File: src/rtl/tile_ser_pkg.sv
// tile_ser_pkg: shared word width default, bank state type and physical-row helper
package tile_ser_pkg;
  localparam int DEFAULT_DW = 16;
  typedef enum logic {BANK_EMPTY, BANK_FULL} bank_state_e;
  function automatic int phys_row(input int row_cnt, input logic rev, input int poy);
    return rev ? poy - 1 - row_cnt : row_cnt;
  endfunction
endpackage

File: src/rtl/tile_ser_bank.sv
// tile_ser_bank: one ping-pong slot; ports: wr_en/wr_tile/wr_rev capture, clr frees, row_cnt selects rd_row/rd_idx, full flag; TILE_SER_RELU_EN clamps negatives on capture
module tile_ser_bank import tile_ser_pkg::*; #(
  parameter int POX = 3,
  parameter int POY = 3,
  parameter int DW = DEFAULT_DW,
  parameter int IW = (POY > 1) ? $clog2(POY) : 1
) (
  input  logic                          clk,
  input  logic                          rst,
  input  logic                          wr_en,
  input  logic                          clr,
  input  logic [POY-1:0][POX-1:0][DW-1:0] wr_tile,
  input  logic                          wr_rev,
  input  logic [IW-1:0]                 row_cnt,
  output logic                          full,
  output logic [POX-1:0][DW-1:0]        rd_row,
  output logic [IW-1:0]                 rd_idx
);
  bank_state_e state, state_nx;
  logic rev;
  logic [POY-1:0][POX-1:0][DW-1:0] tile, wr_data;
  always_ff @(posedge clk or posedge rst)
    if (rst) state <= BANK_EMPTY;
    else state <= state_nx;
  always_comb begin
    state_nx = wr_en ? BANK_FULL : clr ? BANK_EMPTY : state;
    full = state == BANK_FULL;
    rd_idx = IW'(phys_row(int'(row_cnt), rev, POY));
    rd_row = tile[rd_idx];
  end
`ifdef TILE_SER_RELU_EN
  always_comb begin
    wr_data = wr_tile;
    for (int y = 0; y < POY; y++)
      for (int x = 0; x < POX; x++)
        wr_data[y][x] = wr_tile[y][x][DW-1] ? '0 : wr_tile[y][x];
  end
`else
  assign wr_data = wr_tile;
`endif
  always_ff @(posedge clk)
    if (wr_en) begin
      tile <= wr_data;
      rev <= wr_rev;
    end
endmodule

File: src/rtl/tile_row_serializer.sv
// tile_row_serializer: accepts POYxPOX tiles (in_*) into a two-bank ping-pong buffer and emits them row by row (out_*), forward or reverse; optional TILE_SER_RELU_EN
module tile_row_serializer import tile_ser_pkg::*; #(
  parameter int POX = 3,
  parameter int POY = 3,
  parameter int DW = DEFAULT_DW
) (
  input  logic                              clk,
  input  logic                              rst,
  input  logic [POY-1:0][POX-1:0][DW-1:0]   in_tile,
  input  logic                              in_rev,
  input  logic                              in_valid,
  output logic                              in_ready,
  output logic [POX-1:0][DW-1:0]            out_row,
  output logic [((POY > 1) ? $clog2(POY) : 1)-1:0] out_row_idx,
  output logic                              out_last,
  output logic                              out_valid,
  input  logic                              out_ready
);
  localparam int IW = (POY > 1) ? $clog2(POY) : 1;
  logic wr_ptr, rd_ptr, alive, in_hs, out_hs, last_row;
  logic [IW-1:0] row_cnt;
  logic [1:0] full, wr_en, clr;
  logic [1:0][POX-1:0][DW-1:0] rows;
  logic [1:0][IW-1:0] idxs;
  for (genvar i = 0; i < 2; i++) begin : g_bank
    tile_ser_bank #(.POX(POX), .POY(POY), .DW(DW), .IW(IW)) u_bank (
      .clk(clk),
      .rst(rst),
      .wr_en(wr_en[i]),
      .clr(clr[i]),
      .wr_tile(in_tile),
      .wr_rev(in_rev),
      .row_cnt(row_cnt),
      .full(full[i]),
      .rd_row(rows[i]),
      .rd_idx(idxs[i])
    );
  end
  // alive keeps in_ready low while rst is held and for the edge that releases it
  always_comb begin
    in_ready = alive & ~full[wr_ptr];
    out_valid = full[rd_ptr];
    last_row = row_cnt == IW'(POY - 1);
    out_last = out_valid & last_row;
    out_row = out_valid ? rows[rd_ptr] : '0;
    out_row_idx = out_valid ? idxs[rd_ptr] : '0;
    in_hs = in_valid & in_ready;
    out_hs = out_valid & out_ready;
    wr_en = {in_hs & wr_ptr, in_hs & ~wr_ptr};
    clr = {out_hs & last_row & rd_ptr, out_hs & last_row & ~rd_ptr};
  end
  always_ff @(posedge clk or posedge rst)
    if (rst) begin
      alive <= 1'b0;
      wr_ptr <= 1'b0;
      rd_ptr <= 1'b0;
      row_cnt <= '0;
    end else begin
      alive <= 1'b1;
      if (in_hs) wr_ptr <= ~wr_ptr;
      if (out_hs) begin
        row_cnt <= last_row ? '0 : row_cnt + IW'(1);
        if (last_row) rd_ptr <= ~rd_ptr;
      end
    end
endmodule

File: config.mk
export PLATFORM = sky130hd
export DESIGN_NAME = tile_row_serializer
export DESIGN_NICKNAME = d
export VERILOG_FILES = /design/src/rtl/tile_ser_pkg.sv /design/src/rtl/tile_ser_bank.sv /design/src/rtl/tile_row_serializer.sv
export SDC_FILE = /design/constraint.sdc
export NUM_CORES = 1
export LEC_CHECK = 0
export ABC_AREA = 1
export BUFFER_PORTS_ARGS = -buffer_cell sky130_fd_sc_hd__buf_2
export CORE_MARGIN = 2
export CORE_UTILIZATION = 41
export CTS_CLUSTER_DIAMETER = 100
export DETAILED_ROUTE_END_ITERATION = 10
export PLACE_DENSITY_LB_ADDON = 0.2
export SLEW_MARGIN = 25
export SYNTH_ARGS = -nofsm -noshare
export SYNTH_HDL_FRONTEND = slang
export SYNTH_SLANG_ARGS = --single-unit
File: constraint.sdc
create_clock -name clk -period 6.5 [get_ports clk]
set_input_delay 0.325 -clock clk [delete_from_list [all_inputs] [get_ports clk]]
set_output_delay 0.325 -clock clk [all_outputs]
set_load 0.1 [all_outputs]
; ---- Word level (Yosys, flattened, before mapping)
; Index checks and enable logic that the tools add are counted.
[word_totals]
regBits = 297
in_bits = 149
output_inout_bits = 53
wordCells = 69
[classes]
add_sub_neg = 2
n_lt_le_gt_ge = 4
n_eq_ne = 1
mux = 21
n_bitwise = 12
reduce_logical = 3
[ops]
columns = op, n
row1 = 2-to-1 mux 48 bit, 5
row2 = binary-select mux 48 bit (select 2 bit), 2
row3 = 2-to-1 mux 2 bit, 6
row4 = AND 1 bit, 9
row5 = 2-to-1 mux 1 bit, 8
row6 = less-than comparator 2 x 3 -> 1 bit (second input constant), 2
row7 = less-than comparator 1 x 2 -> 1 bit (second input constant), 2
row8 = nonzero test 2 bit, 2
row9 = NOT 1 bit, 3
row10 = adder 2 x 1 -> 2 bit (second input constant), 1
row11 = == test 2 bit (second input constant), 1
row12 = AND reduction 2 bit, 1
row13 = subtractor 2 bit (first input constant), 1

; ---- Depth between registers and ports, before layout
; Gate-level depths: netlist (run 1).
[logic_depth]
depth_word = 7
mapped_depth = 13
depth_no_buf = 9

; ---- By module
; A second synthesis (run 1) with hierarchy kept.
[hier_totals]
cells_unflattened = 1450
hier_area_um2 = 13639.3
[by_module_without_submodules]
columns = mod, n_inst, cells_per_inst, area_per_inst_um2, seq_area_each_um2
row1 = tile_ser_bank, 2, 572, 6140.9, 4379.2
row2 = tile_row_serializer, 1, 306, 1357.6, 125.1

; ---- Worst setup path before layout (run 1)
; Ideal clock, no wire load.
[synth_timing]
kind = reg-to-reg
from = reg wr_ptr
to = reg g_bank[0].u_bank.rev (enable)
setup_ns = 0.498
arrival_ns = 5.272
required_ns = 6.002
path_slack_ns = 0.730
path_stages_with_launch = 6
n_path_buf = 0
period_less_slack_ns = 5.770
path_cell_list = dfrtp_1 nand2_1 nand2_1 a21oi_1 nand3_1 inv_1
[synth_via]
elab_chain_len = 6
word_cells_on_any_way = 7
classes_between = 2 x mux / 5 x bitwise
[synth_rtl]
columns = element, line_no
row1 = "start, declared", tile_row_serializer.sv:20  ; logic wr_ptr, rd_ptr, alive, in_hs, out_hs, last_row;
row2 = "start signal, assigned", tile_row_serializer.sv:60  ; if (in_hs) wr_ptr <= ~wr_ptr;
row3 = 2-to-1 mux 1 bit (not written as such) (2 in a row), tile_row_serializer.sv:41  ; in_ready = alive & ~full[wr_ptr];
row4 = NOT 1 bit, tile_row_serializer.sv:41
row5 = AND 1 bit, tile_row_serializer.sv:41
row6 = named net in_ready, tile_row_serializer.sv:12  ; output logic in_ready,
row7 = AND 1 bit, tile_row_serializer.sv:47  ; in_hs = in_valid & in_ready;
row8 = AND 1 bit, tile_row_serializer.sv:49  ; wr_en = {in_hs & wr_ptr, in_hs & ~wr_ptr};
row9 = "end signal, assigned", tile_ser_bank.sv:44  ; rev <= wr_rev;
row10 = "end, declared", tile_ser_bank.sv:20  ; logic rev;
; The timed path passes the listed nets, and every way through them passes these cells. The select of a mux whose other input is x is not followed.
; A chain may end at the register's enable or synchronous reset.

==> impl_metrics.ini, run 1 <==
[detailed_routing]
drtPass1Iterations = 4
detail_route.wirelength_mm = 34.0
postRouteAntennaNets = 0
first_iter_violations = 807
route.detailed.vias_per_inst = 4.84
route.vias.total = 10100
routedWlPerCell_um = 16.3
drc = 0

[timing]
max_freq_mhz = 218
setup_tns_after_final_layout_ns = 0
final_slew_violations = 0
layout_min_cycle_time_ns = 4.59
rsz0062_at_grt = no
fin_crit_sh = 0.705
finalHoldViolations = 0
max_slew.worst_pin.slew_ns = 0.964
maxSlewHeadroom = 0.357
worst_clock_skew_ns = 0.00789
timing.final.setup_violations = 0

[synth]
largest_family_of_logic_cells_by_synthesized_area = simple AND/OR/NAND/NOR gates
synth-simple-area-share = 0.227
synth_edf_count = 290
synth.ff_latch_count = 297
synthesis.area_per_instance_sq_um = 9.89
synth-compound-area-share = 0.0206
yosysSeqAreaShare = 0.669
synth-adder-area-share = 0.00283
muxShareOfSynthArea = 0
synth_top_area_share = 0.656
dominantRegCellSynth = sky130_fd_sc_hd__edfxtp_1
synth.yosys.warnings = 0
yosysUniqueCellTypes = 19
synth_area_in_xor_xnor = 0
post_synth_inst_count = 1342
synth.largest_area_cell = sky130_fd_sc_hd__edfxtp_1
synth_top_cells_by_area = sky130_fd_sc_hd__edfxtp_1, sky130_fd_sc_hd__nand2_1, sky130_fd_sc_hd__nand3_1, sky130_fd_sc_hd__inv_1, sky130_fd_sc_hd__nor2_1
async_flop_share = 0.0236
syn_area_sq_um = 13300
synthesized_net_count = 1494

[clock_network]
clock-root-buffer = sky130_fd_sc_hd__clkbuf_16
post_cts_buffers = 0
clock_latency_ns = 0.55
clock_tree.buffer_depth = 3
cts-buffers-inserted = 31
cts_tree = yes
cts_hold_buf = 146
h-tree-depth = 1
clock_sinks = 297
clk_pin_slew_ns = 0.06
count_of_instances_resized_after_the_clock_tree_is_built = 0

[final_layout]
layout-drive-gt1-share = 0.162
layout-area-overhead-vs-synth_pct = 27.5
finish.cell_count_without_fillers = 2080
finalInstanceArea_sq_um = 16900
final_nets = 1808

[place]
port_buffers = 201
detailedPlacementHpwl_mm = 18.9
detailed_place.area_sq_um = 14400
placedCellCount = 1878
gp_congestion = 0.774

[global_route]
number_of_antenna_violations_at_the_first_check_in_global_routing = 1
first_global_vias = 9480
global_route_wire_length_before_repair_mm = 52.3
pin_count_of_the_biggest_net_entering_global_routing = 96
globalRoute.totalOverflow = 0
groute.usage.overall = 0.199

[die]
std_cell_rows = 65
die_width_um = 184
io-pin-count = 202
core_region_area_sq_um = 31700
starting_density_of_the_core = 0.419
die_height_um = 184
fp.dieArea_sq_um = 33800

[power]
power_switching_share = 0.516
leakage_power_total_nw = 7.58
cellInternalPower_mw = 4.32
power_density_nw_per_um2 = 527
clock_power_share = 0.200
p_sw_mw = 4.61
power.sequential.fraction = 0.280
peakVddDrop_mv = 0.650
p_comb_frac = 0.520

[worst_setup_path]
timing.critical_path.arrival_ns = 4.26
critical_path.endpoint_type = output pin
worst_setup_path_start_kind = flop
cp.required_ns = 6.17
critPathKind = reg2out
critical_path.max_fanout = 70

[min_path]
hp-class = in2reg

[flow_run]
maxCapViolCount = 0

[outcome]
status = complete, no violations
## layout by cell type, fill, tap and decap left out
cell type                         n
sky130_fd_sc_hd__inv_1          152
sky130_fd_sc_hd__inv_4            1
sky130_fd_sc_hd__edfxtp_1       290
sky130_fd_sc_hd__buf_16           1
sky130_fd_sc_hd__dfrtp_4          1
sky130_fd_sc_hd__clkbuf_1         5
sky130_fd_sc_hd__inv_2            2
sky130_fd_sc_hd__diode_2          1
sky130_fd_sc_hd__dfrtp_1          6
sky130_fd_sc_hd__a21oi_1         52
sky130_fd_sc_hd__nand2_1        502
sky130_fd_sc_hd__ha_1             3
sky130_fd_sc_hd__o21ai_4          1
sky130_fd_sc_hd__clkbuf_16       31
sky130_fd_sc_hd__dlygate4sd3_1  146
sky130_fd_sc_hd__clkinv_4         1
sky130_fd_sc_hd__o21ai_0          1
sky130_fd_sc_hd__clkinvlp_4       2
sky130_fd_sc_hd__clkinv_1         4
sky130_fd_sc_hd__nor2_1          99
sky130_fd_sc_hd__nand2_2          6
sky130_fd_sc_hd__conb_1           1
sky130_fd_sc_hd__bufinv_16        5
sky130_fd_sc_hd__clkinv_2         6
sky130_fd_sc_hd__inv_6            3
sky130_fd_sc_hd__nand3_1        144
sky130_fd_sc_hd__nand2_4          1
sky130_fd_sc_hd__buf_2          201
sky130_fd_sc_hd__buf_4           10
## path summary, 6_finish.rpt
path	from	endpoint	slack (ns)	cells after the start
hold reg to reg	g_bank[1].u_bank.full	g_bank[1].u_bank.full	0.52	2
hold / removal	in_valid	wr_ptr	0.06	4
setup / recovery	row_cnt[0]	out_row[45]	1.91	10
min in group asynchronous	rst	g_bank[1].u_bank.full	0.28	3
setup reg to reg	row_cnt[0]	g_bank[0].u_bank.full	3.31	8
max in group asynchronous	rst	row_cnt[0]	5.98	3
## metrics by stage
step	hold slack [ns]	utilization	worst slack, ns	total power [mW]
4_1_cts	0.0273	0.533	1.93	8.97
3_5_place_dp	0.299	0.455	2.54	7.12
6_report	0.0574	0.534	1.91	8.93
5_1_grt	0.0820	0.534	1.68	9.42
2_1_floorplan	0.128	-	0.730	6.29
3_3_place_gp	0.298	0.455	2.64	7.10
## metal layers
metal | global-route usage | vias to the layer above | routed length (um) | part of all wire
li1 | - | 4948 | - | -
met1 | 0.284 | 4755 | 15400 | 0.45
met2 | 0.324 | 321 | 15800 | 0.47
met3 | 0.0289 | 42 | 2120 | 0.062
met4 | 0.0413 | 0 | 636 | 0.019
met5 | 0 | - | 0 | 0
## cells by family after synthesis
family,after synthesis
simple gates,752
flops,297
buf+inv,235
compound gates,54
fa+ha+maj,3
other cells,1
## sequential cells by signal (all words and copies together) (netlist names)
register / flops
row_cnt: 2
rd_ptr: 1
g_bank.u_bank.tile: 288
alive: 1
g_bank.u_bank.full: 2
g_bank.u_bank.rev: 2
wr_ptr: 1
## final cells by class
class / instances / area [sq um]
tap: 402 / 503
inverter: 158 / 611
antenna: 1 / 2.50
clock inverter: 18 / 219
clock buffer: 36 / 795
timing repair buffer: 358 / 2570
multi-input combinational: 810 / 3350
fill: 2814 / 14800
sequential: 297 / 8890
## synthesized netlist by cell type, types with 3 or more instances
cell type                  number
sky130_fd_sc_hd__buf_4         20
sky130_fd_sc_hd__nor2_1        99
sky130_fd_sc_hd__buf_6          9
sky130_fd_sc_hd__ha_1           3
sky130_fd_sc_hd__clkbuf_1      10
sky130_fd_sc_hd__buf_1          6
sky130_fd_sc_hd__buf_2         32
sky130_fd_sc_hd__nand2_1      505
sky130_fd_sc_hd__nand3_1      144
sky130_fd_sc_hd__nand2_2        4
sky130_fd_sc_hd__inv_2          3
sky130_fd_sc_hd__edfxtp_1     290
sky130_fd_sc_hd__a21oi_1       52
sky130_fd_sc_hd__dfrtp_1        7
sky130_fd_sc_hd__inv_1        154
## power by group through the flow
stage	combinational [mW]	sequential, mW	clock [mW]
floorplan	3.81	2.48	0
global placement	4.57	2.54	0
detailed placement	4.58	2.54	0
CTS	4.66	2.50	1.82
global route	5.00	2.52	1.89
finish	4.64	2.50	1.79
## worst max-delay path, stage by stage (launching register included)
cell,delay [ns]
sky130_fd_sc_hd__dfrtp_4,0.85
sky130_fd_sc_hd__inv_4,0.46
sky130_fd_sc_hd__ha_1,0.50
sky130_fd_sc_hd__nand2_2,0.07
sky130_fd_sc_hd__nand2_2,0.35
sky130_fd_sc_hd__buf_4,0.48
sky130_fd_sc_hd__nand2_1,0.11
sky130_fd_sc_hd__nand3_1,0.09
sky130_fd_sc_hd__nand2_1,0.05
sky130_fd_sc_hd__nor2_1,0.16
sky130_fd_sc_hd__buf_2,0.46
(Power assumes the default switching activity.)
==> run 2: changes to the inputs <==
Settings changed: ABC_AREA 1 to 0.
Clock period 6.5 ns to 4.25 ns, I/O delays scaled along.
==> run 2 against run 1 <==
  * Sequential share of layout area grew 3.6 points
  * Via count down 20%
  * Flip-flop and latch count unchanged
  * Clock-buffer cell count unchanged
  * Register-to-register slack lost 1.4 ns
  * Die area fell by 8.7%
  * Worst setup slack worse by 1.3 ns
  * Area after synthesis fell by 8.9%
  * Sequential power increased by 42%
  * Global-route usage fell by 1.3 points
  * Final area down 6.4%
  * Final cell count down 26%
  * Critical endpoint is now out_row[24]
==> impl_metrics.ini, run 2 <==
[timing]
setup_tns_after_final_layout_ns = 0
fin_crit_sh = 0.852
finalHoldViolations = 0
final_slew_violations = 0
maxSlewHeadroom = 0.342
fin_hold_ws_ns = 0.127
max_slew.worst_pin.slew_ns = 0.988
rsz0062_at_grt = no
timing.final.setup_violations = 0
layout_min_cycle_time_ns = 3.62
worst_clock_skew_ns = 0.00583
max_freq_mhz = 276

[die]
io-pin-count = 202
std_cell_rows = 62
die_width_um = 176
core_region_area_sq_um = 28900
die_height_um = 176
starting_density_of_the_core = 0.419
fp.dieArea_sq_um = 30900

[worst_setup_path]
critPathTopFamily = buffers and inverters
timing.critical_path.arrival_ns = 3.41
critPathKind = reg2out
critical_path.max_fanout = 78
worst_setup_path_start_kind = flop
timing.critical_path.buf_inv = 4
worst_path_max_delay_cell = sky130_fd_sc_hd__buf_4
cp.required_ns = 4.04
critical-path-top-cell-by-count = sky130_fd_sc_hd__buf_4
crit_path_cell_trace = inv_4, buf_4, buf_4, nand4_1, o211ai_1, o311a_1, buf_2
critical_path.max_stage_delay_ns = 0.65
critical_path.endpoint_type = output pin

[synth]
synth.yosys.warnings = 0
synth_top_area_share = 0.720
synth_area_in_xor_xnor = 0.000724
yosysSeqAreaShare = 0.734
synth_top_cells_by_area = sky130_fd_sc_hd__edfxtp_1, sky130_fd_sc_hd__mux2i_1, sky130_fd_sc_hd__o311a_1, sky130_fd_sc_hd__nand2_1, sky130_fd_sc_hd__o211ai_1
synthesized_net_count = 945
synth.ff_latch_count = 297
yosysUniqueCellTypes = 42
synth_top_cells_by_count = sky130_fd_sc_hd__edfxtp_1, sky130_fd_sc_hd__nand2_1, sky130_fd_sc_hd__a21oi_1
synthMostInstantiatedCell = sky130_fd_sc_hd__edfxtp_1
post_synth_inst_count = 793
synth_edf_count = 290
dominantRegCellSynth = sky130_fd_sc_hd__edfxtp_1
muxShareOfSynthArea = 0.0416
syn_area_sq_um = 12100
synth-adder-area-share = 0.00310
async_flop_share = 0.0236
synthesis.area_per_instance_sq_um = 15.3
synth-compound-area-share = 0.0978
largest_family_of_logic_cells_by_synthesized_area = compound AO/OA/AOI/OAI gates
synth-simple-area-share = 0.0895
synth.largest_area_cell = sky130_fd_sc_hd__edfxtp_1

[place]
port_buffers = 201
gp_congestion = 0.746
detailedPlacementHpwl_mm = 16.4

[min_path]
hp-class = in2async

[final_layout]
largest_reg_flops = 288
regMostFlops = g_bank.u_bank.tile
layout-drive-gt1-share = 0.246
layout-area-overhead-vs-synth_pct = 31.1
layout_common_cells = sky130_fd_sc_hd__edfxtp_1, sky130_fd_sc_hd__buf_2, sky130_fd_sc_hd__dlygate4sd3_1
final_nets = 1276
mostFrequentLayoutCell = sky130_fd_sc_hd__edfxtp_1

[detailed_routing]
routedWlPerCell_um = 19.2
first_iter_violations = 515
drc = 0
drtPass1Iterations = 5
detail_route.wirelength_mm = 29.5
postRouteAntennaNets = 0
route.detailed.vias_per_inst = 5.25
route.vias.total = 8051

[power]
total_power_mw = 11.5
leakage_power_total_nw = 6.01
power_density_nw_per_um2 = 723
peakVddDrop_mv = 0.556

[clock_network]
post_cts_buffers = 0
h-tree-depth = 1
clock-root-buffer = sky130_fd_sc_hd__clkbuf_16
cts_tree = yes
clock_latency_ns = 0.56
cts-buffers-inserted = 31
clock_sinks = 297
clk_pin_slew_ns = 0.06
clock_tree.buffer_depth = 3

[global_route]
first_global_vias = 8083
groute.usage.overall = 0.186
pin_count_of_the_biggest_net_entering_global_routing = 146
globalRoute.totalOverflow = 0
number_of_antenna_violations_at_the_first_check_in_global_routing = 2
global_route_wire_length_before_repair_mm = 45.0

[outcome]
status = complete, no violations

[flow_run]
maxCapViolCount = 0
-- run 2: cell count changes in the layout (fill, tap and decap cells not counted), sizes merged, moves of 45 or more --
| cell | change |
|---|---|
| nand2 | -412 |
| inv | -152 |
| nand3 | -141 |
| nor2 | -91 |
| mux2i | +48 |
| and3 | +46 |
| nand4 | +45 |
| o211ai | +45 |
| o311a | +45 |
-- run 2: final cells by class --
type,count,area (sq um)
Antenna cell,2,5.00
Clock buffer,36,795
Clock inverter,21,146
Fill cell,2412,13000
Inverter,5,21.3
Multi-Input combinational cell,425,2850
Sequential cell,297,8890
Tap cell,384,480
Timing Repair Buffer,364,2670
-- run 2: worst min-delay path, delay by kind of cell --
family                 cells  cell delay [ns]
buffers and inverters      3             0.87
-- run 2: stage by stage --
| step | utilization | setup WS [ns] | std cells | area, sq um |
|---|---|---|---|---|
| detailed placement | 0.465 | 1.17 | 1327 | 13400 |
| global placement | 0.465 | 1.24 | 1327 | 13400 |
| CTS | 0.549 | 0.590 | 1532 | 15800 |
| finish | 0.549 | 0.627 | 1534 | 15900 |
| global route | 0.549 | 0.393 | 1533 | 15900 |
| floorplan | - | 0.180 | 793 | 12100 |
-- run 2: cells by family (layout without fill, tap and decap cells) --
kind of cell	Yosys count	after routing
AOI/OAI and AO/OA	161	161
xor gates and xnor gates	1	1
adders and majority gates	3	3
buffers and inverters	71	426
DFF	297	297
muxes	50	50
other	1	3
and+or+nand+nor	209	209
-- run 2: power breakdown --
part           internal [mW]  switching, mW
Sequential              3.48         0.0792
Combinational           1.20           4.22
Clock                   1.40           1.09
Total                   6.08           5.39
-- run 2: per-layer routing --
| metal | vias up | share of wire | track usage |
|---|---|---|---|
| li1 | 3813 | - | - |
| met1 | 3969 | 0.43 | 0.253 |
| met2 | 220 | 0.50 | 0.312 |
| met3 | 49 | 0.043 | 0.0253 |
| met4 | 0 | 0.024 | 0.0558 |
| met5 | - | 0 | 0 |
-- run 2: what timing repair did --
| item | CTS | global route |
|---|---|---|
| gates resized for setup | 0 | 0 |
| hold buffers | 148 | 0 |
| endpoints found under the hold margin | 299 | 0 |
-- run 2: worst paths after layout --
check | start | endpoint | slack, ns | cells past startpoint
hold / removal | rst | row_cnt[0] | 0.13 | 3
setup reg to reg | rd_ptr | row_cnt[1] | 1.95 | 5
max in group asynchronous | rst | rd_ptr | 3.87 | 3
min in group clk | in_tile[130] | g_bank[0].u_bank.tile[130] | 0.37 | 2
hold reg to reg | g_bank[0].u_bank.full | g_bank[0].u_bank.full | 0.58 | 2
setup / recovery | row_cnt[0] | out_row[24] | 0.63 | 7
